`src/rtl/mem_bus_pkg.sv`:
```
// Shared definitions for the on-chip memory bus initiators: access sizes,
// response error codes, initiator FSM states and the alignment check.
package mem_bus_pkg;

  // Access size encoding carried on req_size
  localparam logic [1:0] SZ_B = 2'd0;
  localparam logic [1:0] SZ_H = 2'd1;
  localparam logic [1:0] SZ_W = 2'd2;

  // Response error codes carried on resp_err
  localparam logic [1:0] ERR_OK       = 2'd0;
  localparam logic [1:0] ERR_MISALIGN = 2'd1;
  localparam logic [1:0] ERR_NODEV    = 2'd2;
  localparam logic [1:0] ERR_TIMEOUT  = 2'd3;

  // Initiator transaction states
  typedef enum logic [1:0] {
    ST_IDLE  = 2'd0,
    ST_ISSUE = 2'd1,
    ST_WAIT  = 2'd2,
    ST_RESP  = 2'd3
  } state_t;

  // A request is misaligned when it does not fit inside one bus word on its
  // natural boundary. The reserved size code is treated the same way so it
  // never reaches the bus.
  function automatic logic isMisaligned(input logic [1:0] size, input logic [1:0] addrLo);
    logic bad;
    case (size)
      SZ_B:    bad = 1'b0;
      SZ_H:    bad = addrLo[0];
      SZ_W:    bad = (addrLo != 2'b00);
      default: bad = 1'b1;
    endcase
    return bad;
  endfunction

endpackage

```
`src/rtl/mem_lane_align.sv`:
```
// Byte-lane steering between a CPU-side request and a 32-bit word bus.
// Store side replicates data onto every lane and builds the byte mask;
// load side shifts the addressed bytes down and extends them.
module mem_lane_align
  import mem_bus_pkg::*;
(
  input  logic [1:0]  i_stSize,
  input  logic [1:0]  i_stAddrLo,
  input  logic [31:0] i_stData,
  output logic [31:0] o_busWdata,
  output logic [3:0]  o_busWmask,
  input  logic [1:0]  i_ldSize,
  input  logic [1:0]  i_ldAddrLo,
  input  logic        i_ldSigned,
  input  logic [31:0] i_busRdata,
  output logic [31:0] o_ldData
);

  logic [31:0] w_shifted;

  assign w_shifted = i_busRdata >> {i_ldAddrLo, 3'b000};

  // Replicate store data across lanes so the responder can pick any lane;
  // the mask alone decides which bytes land.
  always_comb begin
    o_busWdata = 32'h0;
    o_busWmask = 4'b0000;
    case (i_stSize)
      SZ_B: begin
        o_busWdata = {4{i_stData[7:0]}};
        o_busWmask = 4'b0001 << i_stAddrLo;
      end
      SZ_H: begin
        o_busWdata = {2{i_stData[15:0]}};
        o_busWmask = 4'b0011 << {i_stAddrLo[1], 1'b0};
      end
      SZ_W: begin
        o_busWdata = i_stData;
        o_busWmask = 4'b1111;
      end
      default: begin
        o_busWdata = 32'h0;
        o_busWmask = 4'b0000;
      end
    endcase
  end

  // Bring the addressed byte/half down to bit 0 and extend it; words pass as-is.
  always_comb begin
    o_ldData = i_busRdata;
    case (i_ldSize)
      SZ_B:    o_ldData = i_ldSigned ? {{24{w_shifted[7]}}, w_shifted[7:0]}
                                     : {24'h0, w_shifted[7:0]};
      SZ_H:    o_ldData = i_ldSigned ? {{16{w_shifted[15]}}, w_shifted[15:0]}
                                     : {16'h0, w_shifted[15:0]};
      default: o_ldData = i_busRdata;
    endcase
  end

endmodule

```
`src/rtl/mem_bus_initiator.sv`:
```
// Memory bus initiator: takes one CPU load/store at a time, runs a single
// word-aligned bus transaction and returns extended load data plus an error.
module mem_bus_initiator
  import mem_bus_pkg::*;
#(
  parameter int TIMEOUT_CYCLES = 255
) (
  input  logic        clk,
  input  logic        rst_n,
  input  logic        req_valid,
  output logic        req_ready,
  input  logic        req_we,
  input  logic [1:0]  req_size,
  input  logic        req_signed,
  input  logic [31:0] req_addr,
  input  logic [31:0] req_wdata,
  output logic        resp_valid,
  output logic [31:0] resp_rdata,
  output logic [1:0]  resp_err,
  output logic [31:0] bus_addr,
  output logic [31:0] bus_wdata,
  output logic [3:0]  bus_wmask,
  output logic        bus_wen,
  output logic        bus_ren,
  input  logic [31:0] bus_rdata,
  input  logic        bus_done,
  input  logic        bus_active
);

  localparam int CW = $clog2(TIMEOUT_CYCLES + 1);

  state_t      r_state;
  state_t      w_stateNext;
  logic [CW-1:0] r_count;
  logic [CW-1:0] w_countNext;

  logic        r_we;
  logic [1:0]  r_size;
  logic        r_signed;
  logic [1:0]  r_addrLo;

  logic [31:0] r_busAddr;
  logic [31:0] r_busWdata;
  logic [3:0]  r_busWmask;
  logic [31:0] r_respRdata;
  logic [1:0]  r_respErr;

  logic        w_accept;
  logic        w_misalign;
  logic        w_respLoad;
  logic [1:0]  w_respErrNext;
  logic [31:0] w_respRdataNext;
  logic [31:0] w_alignWdata;
  logic [3:0]  w_alignWmask;
  logic [31:0] w_ldData;

  // Store lanes come from the live request (used at accept); load extract
  // uses the latched request against the responder's data.
  mem_lane_align u_align (
    .i_stSize   (req_size),
    .i_stAddrLo (req_addr[1:0]),
    .i_stData   (req_wdata),
    .o_busWdata (w_alignWdata),
    .o_busWmask (w_alignWmask),
    .i_ldSize   (r_size),
    .i_ldAddrLo (r_addrLo),
    .i_ldSigned (r_signed),
    .i_busRdata (bus_rdata),
    .o_ldData   (w_ldData)
  );

  assign w_misalign = isMisaligned(req_size, req_addr[1:0]);

  // Next-state, strobe and response selection. Strobes exist only in ISSUE
  // and are gated by bus_active so an undecoded address never sees one.
  // bus_done is deliberately not looked at in ISSUE: a responder may still
  // be showing done from the previous transaction.
  always_comb begin
    w_stateNext     = r_state;
    w_countNext     = r_count;
    w_accept        = 1'b0;
    w_respLoad      = 1'b0;
    w_respErrNext   = ERR_OK;
    w_respRdataNext = 32'h0;
    bus_ren         = 1'b0;
    bus_wen         = 1'b0;
    case (r_state)
      ST_IDLE: begin
        if (req_valid) begin
          w_accept = 1'b1;
          if (w_misalign) begin
            w_stateNext   = ST_RESP;
            w_respLoad    = 1'b1;
            w_respErrNext = ERR_MISALIGN;
          end else begin
            w_stateNext = ST_ISSUE;
          end
        end
      end
      ST_ISSUE: begin
        bus_ren     = bus_active & ~r_we;
        bus_wen     = bus_active & r_we;
        w_countNext = '0;
        if (!bus_active) begin
          w_stateNext   = ST_RESP;
          w_respLoad    = 1'b1;
          w_respErrNext = ERR_NODEV;
        end else begin
          w_stateNext = ST_WAIT;
        end
      end
      ST_WAIT: begin
        if (bus_done) begin
          w_stateNext     = ST_RESP;
          w_respLoad      = 1'b1;
          w_respErrNext   = ERR_OK;
          w_respRdataNext = r_we ? 32'h0 : w_ldData;
        end else begin
          w_countNext = r_count + CW'(1);
          if (w_countNext == CW'(TIMEOUT_CYCLES)) begin
            w_stateNext   = ST_RESP;
            w_respLoad    = 1'b1;
            w_respErrNext = ERR_TIMEOUT;
          end
        end
      end
      ST_RESP: begin
        w_stateNext = ST_IDLE;
      end
      default: begin
        w_stateNext = ST_IDLE;
      end
    endcase
  end

  // State and wait-cycle counter
  always_ff @(posedge clk or negedge rst_n) begin
    if (!rst_n) begin
      r_state <= ST_IDLE;
      r_count <= '0;
    end else begin
      r_state <= w_stateNext;
      r_count <= w_countNext;
    end
  end

  // Latch the request at accept; bus address/data/mask only move for requests
  // that will actually reach the bus, and hold otherwise.
  always_ff @(posedge clk or negedge rst_n) begin
    if (!rst_n) begin
      r_we       <= 1'b0;
      r_size     <= SZ_B;
      r_signed   <= 1'b0;
      r_addrLo   <= 2'b00;
      r_busAddr  <= 32'h0;
      r_busWdata <= 32'h0;
      r_busWmask <= 4'b0000;
    end else if (w_accept) begin
      r_we     <= req_we;
      r_size   <= req_size;
      r_signed <= req_signed;
      r_addrLo <= req_addr[1:0];
      if (!w_misalign) begin
        r_busAddr  <= {req_addr[31:2], 2'b00};
        r_busWdata <= w_alignWdata;
        r_busWmask <= req_we ? w_alignWmask : 4'b0000;
      end
    end
  end

  // Response payload is captured on the transition into RESP
  always_ff @(posedge clk or negedge rst_n) begin
    if (!rst_n) begin
      r_respRdata <= 32'h0;
      r_respErr   <= ERR_OK;
    end else if (w_respLoad) begin
      r_respRdata <= w_respRdataNext;
      r_respErr   <= w_respErrNext;
    end
  end

  assign req_ready  = (r_state == ST_IDLE);
  assign resp_valid = (r_state == ST_RESP);
  assign resp_rdata = r_respRdata;
  assign resp_err   = r_respErr;
  assign bus_addr   = r_busAddr;
  assign bus_wdata  = r_busWdata;
  assign bus_wmask  = r_busWmask;

endmodule
```
`config.mk`:
```
export PLATFORM = sky130hd
export DESIGN_NAME = mem_bus_initiator
export DESIGN_NICKNAME = d
export VERILOG_FILES = /design/src/rtl/mem_bus_pkg.sv /design/src/rtl/mem_lane_align.sv /design/src/rtl/mem_bus_initiator.sv
export SDC_FILE = /design/constraint.sdc
export NUM_CORES = 1
export LEC_CHECK = 0
export ABC_AREA = 1
export CAP_MARGIN = 20
export CORE_MARGIN = 2
export CORE_UTILIZATION = 41
export CTS_CLUSTER_DIAMETER = 100
export DETAILED_ROUTE_END_ITERATION = 16
export GPL_ROUTABILITY_DRIVEN = 0
export PLACE_DENSITY = 0.81
export SLEW_MARGIN = 40
export SYNTH_ARGS = -nofsm -noshare
export SYNTH_HDL_FRONTEND = slang
export SYNTH_SLANG_ARGS = --single-unit
```
`constraint.sdc`:
```
create_clock -name clk -period 1.85 [get_ports clk]
set_input_delay 0.37 -clock clk [delete_from_list [all_inputs] [get_ports clk]]
set_output_delay 0.37 -clock clk [all_outputs]
set_load 0.1 [all_outputs]
```
Word level (Yosys, flattened, before mapping)
Cells that the tools add are included.

word-level totals
  flip-flop bits (word level) = 116
  input bits = 105
  output and inout port bits = 106
  word-level logic and storage cells = 71

cells by class
  add/sub/neg operators = 1
  equal/unequal tests = 10
  shift operators = 3
  mux-type cells = 34
  bitwise operators = 4
  reductions and logical operators = 8

operator list
  kind                                                  count
  two-way mux 32 bit                                    5
  case mux 32 bit (3 select lines)                      1
  case mux 32 bit (2 select lines)                      1
  >> shifter 32 x 5 -> 16 bit                           1
  case mux 8 bit (2 select lines)                       1
  two-way mux 2 bit                                     7
  two-way mux 1 bit                                     12
  case mux 4 bit (3 select lines)                       1
  adder 8 x 1 -> 8 bit (second input constant)          1
  equality test 8 bit (second input constant)           1
  two-way mux 8 bit                                     1
  case mux 2 bit (4 select lines)                       1
  equality test 2 x 1 -> 1 bit (second input constant)  3
  equality test 2 bit (second input constant)           3
  zero test 2 bit                                       3
  case mux 1 bit (3 select lines)                       2
  case mux 2 bit (3 select lines)                       1
  AND reduction 2 bit                                   3
  two-way mux 4 bit                                     1
  != test 2 bit (second input constant)                 2
  nonzero test 2 bit                                    2
  << shifter 1 x 2 -> 4 bit (first input constant)      1
  << shifter 2 x 2 -> 4 bit (first input constant)      1
  != test 3 bit (second input constant)                 1
  other kinds (2)                                       4

Depth between registers and ports, before layout
  depth in word-level cells = 6
  depth in mapped cells = 15
  gate-level depth less buffers = 14

Hierarchy
Synthesis repeated with hierarchy kept, for this count alone.

unflattened totals
  cells, all modules = 903
  area total of the unflattened synthesis = 6,396.1 um2

modules (own cells, without submodules)
  module             instances  cells an instance  area each (um2)  sequential area each (um2)
  mem_bus_initiator  1          630                5,071.1          2,902.8
  mem_lane_align     1          273                1,325.0          0.0

Worst setup path before layout
Ideal clock, no wire load.

  kind = register -> output
  start point = register r_state[1]
  end point = output bus_wen
  arrival time = 2.756 ns
  data required time = 1.480 ns
  slack = -1.276 ns
  cell stages (with the launch flop) = 5
  buffers on the path = 0
  cells stage by stage = dfrtp_1 > inv_1 > ha_1 > inv_1 > nor3_1

on the way
  longest elaborated chain between the ends = 2

ends and longest elaborated chain
  element                       line                      text
  start, declared               mem_bus_initiator.sv:32   state_t r_state;
  start signal, assigned        mem_bus_initiator.sv:142  r_state <= w_stateNext;
  equality test 2 x 1 -> 1 bit  mem_bus_initiator.sv:87   case (r_state)
  two-way mux 1 bit             mem_bus_initiator.sv:87
  end, declared                 mem_bus_initiator.sv:23   output logic bus_wen,

Every way passes these cells.

Final worst setup path
  start point = register r_addrLo[0]
  end point = register r_respRdata[16], in the netlist resp_rdata[16]

on the way
  longest elaborated chain between the ends = 6
  elaborated cells on any way between the ends = 7
  those cells by class = shift: 1; mux: 6

ends and longest elaborated chain
  element                                       line                                        text
  start, declared                               mem_bus_initiator.sv:40                     logic [1:0] r_addrLo;
  start signal, assigned                        mem_bus_initiator.sv:162                    r_addrLo <= req_addr[1:0];
  >> shifter 32 x 5 -> 16 bit (*)               mem_lane_align.sv:21                        assign w_shifted = i_busRdata >> {i_ldAddrLo, 3'b000};
  two-way mux 32 bit, on equally long branches  mem_lane_align.sv:54, mem_lane_align.sv:52
  case mux 32 bit (2 select lines) (*)          mem_lane_align.sv:51                        case (i_ldSize)
  two-way mux 32 bit (*)                        mem_bus_initiator.sv:117                    w_respRdataNext = r_we ? 32'h0 : w_ldData;
  two-way mux 32 bit (*)                        mem_bus_initiator.sv:113                    if (bus_done) begin
  two-way mux 32 bit (*)                        mem_bus_initiator.sv:87
  end signal, assigned                          mem_bus_initiator.sv:177                    r_respRdata <= w_respRdataNext;
  end, declared                                 mem_bus_initiator.sv:45                     logic [31:0] r_respRdata;

Mark *: on every way between the ends. The rest lies on a longest branch, timed or not.
A chain may end at the register's enable or synchronous reset.

==> summary.txt <==
Die
  – Core footprint: 13,900 um2
  – Row cnt: 43
  – Die height: 124 um
  – Die X: 124 um
  – Die ar.: 15,300 um2
  – Initial Util: 42.1%
  – Ports: 211

Clock tree
  – Worst-case clock buffer depth: 2
  – H-tree Lvls: 4
  – CTS root buf: clkbuf_16
  – TritonCTS clock tree: done
  – CTS buffer count: 17
  – Clock sinks: 116
  – Worst skew pair latency: 0.43 ns
  – Clock Pin Slew Worst Setup and Hold Paths: 0.05 ns

Final layout
  – Area Growth Syn to Fin: 75.4%
  – Share of cells above drive strength 1: 30.2%
  – Finished Core Util: 73.9%
  – Fin cells: 1,103
  – Final nets: 1,021
  – # diodes: 0

Timing
  – Final worst slack: -0.0121 ns
  – Max Clock Freq: 537 MHz
  – Max-slew violation count: 0
  – Final period utilization: 101%
  – WHS: 0.426 ns
  – Final hold vios: 0
  – Fin crit period: 1.86 ns
  – Setup Viol. Count Final: 1
  – Clk_skew: 0.0107 ns
  – TNS Setup: -0.0121 ns
  – Unrepaired setup endpoints after global routing: true

Detailed routing
  – Via count: 5,862
  – Routed WL: 19,700 um
  – Drt pass-1 iters: 6
  – Antenna viol nets, final: 0
  – Wire per inst: 17.8 um
  – Number of vias per cell: 5.31
  – Initial DRC count: 570
  – DRC viols: 0

Logic synthesis
  – Synth Flop Type: dfrtp_1
  – Commonest cells in the netlist: 154 x nand2_1, 116 x dfrtp_1, 57 x o21ai_0
  – Yosys top cell area share: 49.4%
  – Synth unique cells: 35
  – Yosys reg bits: 116
  – Ranking of synthesized cells by area: dfrtp_1 49%, nand2_1 9.8%, mux2_2 9.2%
  – Post-Syn Area: 5870 um2
  – Mapped Cells: 661
  – Async set or reset register ratio after synthesis: 100%
  – Synthesized area per cell: 8.88 um2
  – Largest area contributor in the synthesized netlist: dfrtp_1
  – Yosys warns: 0
  – EDFF count, synth: 0
  – Most numerous cell in the Yosys netlist: nand2_1
  – Sequential share of the synthesized area: 49.4%

Critical path
  – Crit Path Class: reg2reg
  – Crit path max fanout: 16
  – Crit path capture type: flop
  – Reg2reg setup slack: -0.01 ns
  – Critical path data required time: 2.20 ns
  – CP Launch Type: flop
  – R2R Path End: resp_rdata[16]
  – CP endpoint: resp_rdata[16]
  – Reg-to-reg startpoint: r_addrLo[0]
  – Cells on worst reg2reg path: 11
  – Worst Setup SP: r_addrLo[0]
  – Arr. time, crit path: 2.21 ns

Global route
  – Vias in the first global route: 5,891
  – Initial antenna violation count: 0
  – Total global-route track usage: 25.9%
  – Grt total ovfl: 0
  – Largest net degree at the start of global routing: 50
  – First-pass GRT wire length: 29,800 um

Placement
  – Post-DP HPWL: 14,000 um
  – Number of buffers added on ports: 208
  – Cells after DPL: 1,065

Outcome
  – Run status: finished with violations
  – Failing checks: negative setup slack

Run
  – Max_cap viols: 0

Worst hold path
  – Hold Path Class: in2async
## placed cells by master (no fill, tap or decap), types with 4 or more instances in the layout
cell type / count
nand2_1: 147
dfrtp_1: 115
buf_12: 110
clkdlybuf4s50_1: 103
o21ai_0: 55
nand3_1: 54
nor2_1: 54
buf_4: 49
mux2_2: 48
inv_1: 26
a21oi_1: 18
clkbuf_16: 18
o31ai_1: 13
a31oi_1: 10
o211ai_1: 10
nand2_2: 8
a22o_1: 8
o21a_1: 8
inv_2: 7
nor2_2: 5
o21ai_1: 5
nand2_4: 4
o22ai_1: 4
clkbuf_8: 4
bufinv_16: 4
## through the flow
step,setup WS [ns],cell area [um2]
floorplan,0.00894,5950
global placement,-0.235,9530
detailed placement,-0.293,9530
CTS,-0.0276,10200
global route,-0.153,10300
finish,-0.0121,10300
## cells by family (layout without fill, tap and decap cells)
logic type / count (synthesis) / after routing / share of synthesized area [%]
AOI/OAI and AO/OA: 134 / 134 / 13.7
buffers and inverters: 73 / 334 / 5.82
xor gates and xnor gates: 2 / 2 / 0.298
muxes: 49 / 49 / 9.38
other: 1 / 2 / 0.0639
and+or+nand+nor: 280 / 280 / 20.1
DFF: 116 / 116 / 49.4
adders and majority gates: 6 / 6 / 1.28
## registers in the layout, indices dropped and copies added, names as in the netlist
signal and count:
bus_addr 30, bus_wdata 32, bus_wmask 4, r_addrLo 2, r_count 8, r_signed 1
r_size 2, r_state 2, r_we 1, resp_err 2, resp_rdata 32
## worst max-delay path, cell delays in order, from the launching register on
cell and delay, ns:
dfrtp_1 0.44, buf_4 0.22, nor2_1 0.06, nor2_1 0.08
nand2_1 0.07, o21ai_2 0.07, nand3_2 0.10, nand3_1 0.10
nand2_2 0.20, nor2_1 0.24, nand3_1 0.12, nand2_1 0.09
## final cells by class
cell class | count | area, um2
Tap cell | 180 | 225
Clock buffer | 24 | 492
Fill cell | 891 | 3630
Inverter | 37 | 143
Clock inverter | 8 | 146
Timing Repair Buffer | 265 | 3650
Multi-Input combinational cell | 473 | 2740
Sequential cell | 116 | 2900
## routing by layer
| metal | GRT usage [%] | vias to the layer above | routed length (um) |
|---|---|---|---|
| met3 | 10.4 | 52 | 2020 |
| met4 | 10.5 | 0 | 579 |
| met2 | 43.2 | 311 | 9870 |
| met1 | 29.5 | 2757 | 7170 |
| li1 | - | 2742 | - |
| met5 | 0 | - | 0 |
## timing repair
| item | in CTS | in global routing |
|---|---|---|
| hold endpoints to repair | 25 | 0 |
| pin swaps | 2 | 3 |
| gates resized for setup | 7 | 16 |
| cloned | 0 | 1 |
| setup buffers | 4 | 0 |
| hold buffers | 1 | 0 |
| endpoints found under the setup margin | 36 | 38 |
## worst min path at each step
| stage | slack (ns) | end | startpoint | depth (start not counted) |
|---|---|---|---|---|
| finish | 0.43 | r_count[4] | rst_n | 2 |
| global route | 0.47 | bus_addr[30] | rst_n | 2 |
| CTS | 0.43 | bus_addr[30] | rst_n | 2 |
| detailed placement | 0.32 | r_count[4] | rst_n | 1 |
| global placement | 0.32 | r_count[4] | rst_n | 1 |
| floorplan | 0.07 | bus_addr[10] | rst_n | 0 |
Power is not shown: default switching activity piles up to over one toggle a cycle in this logic, so the estimate is an artifact.
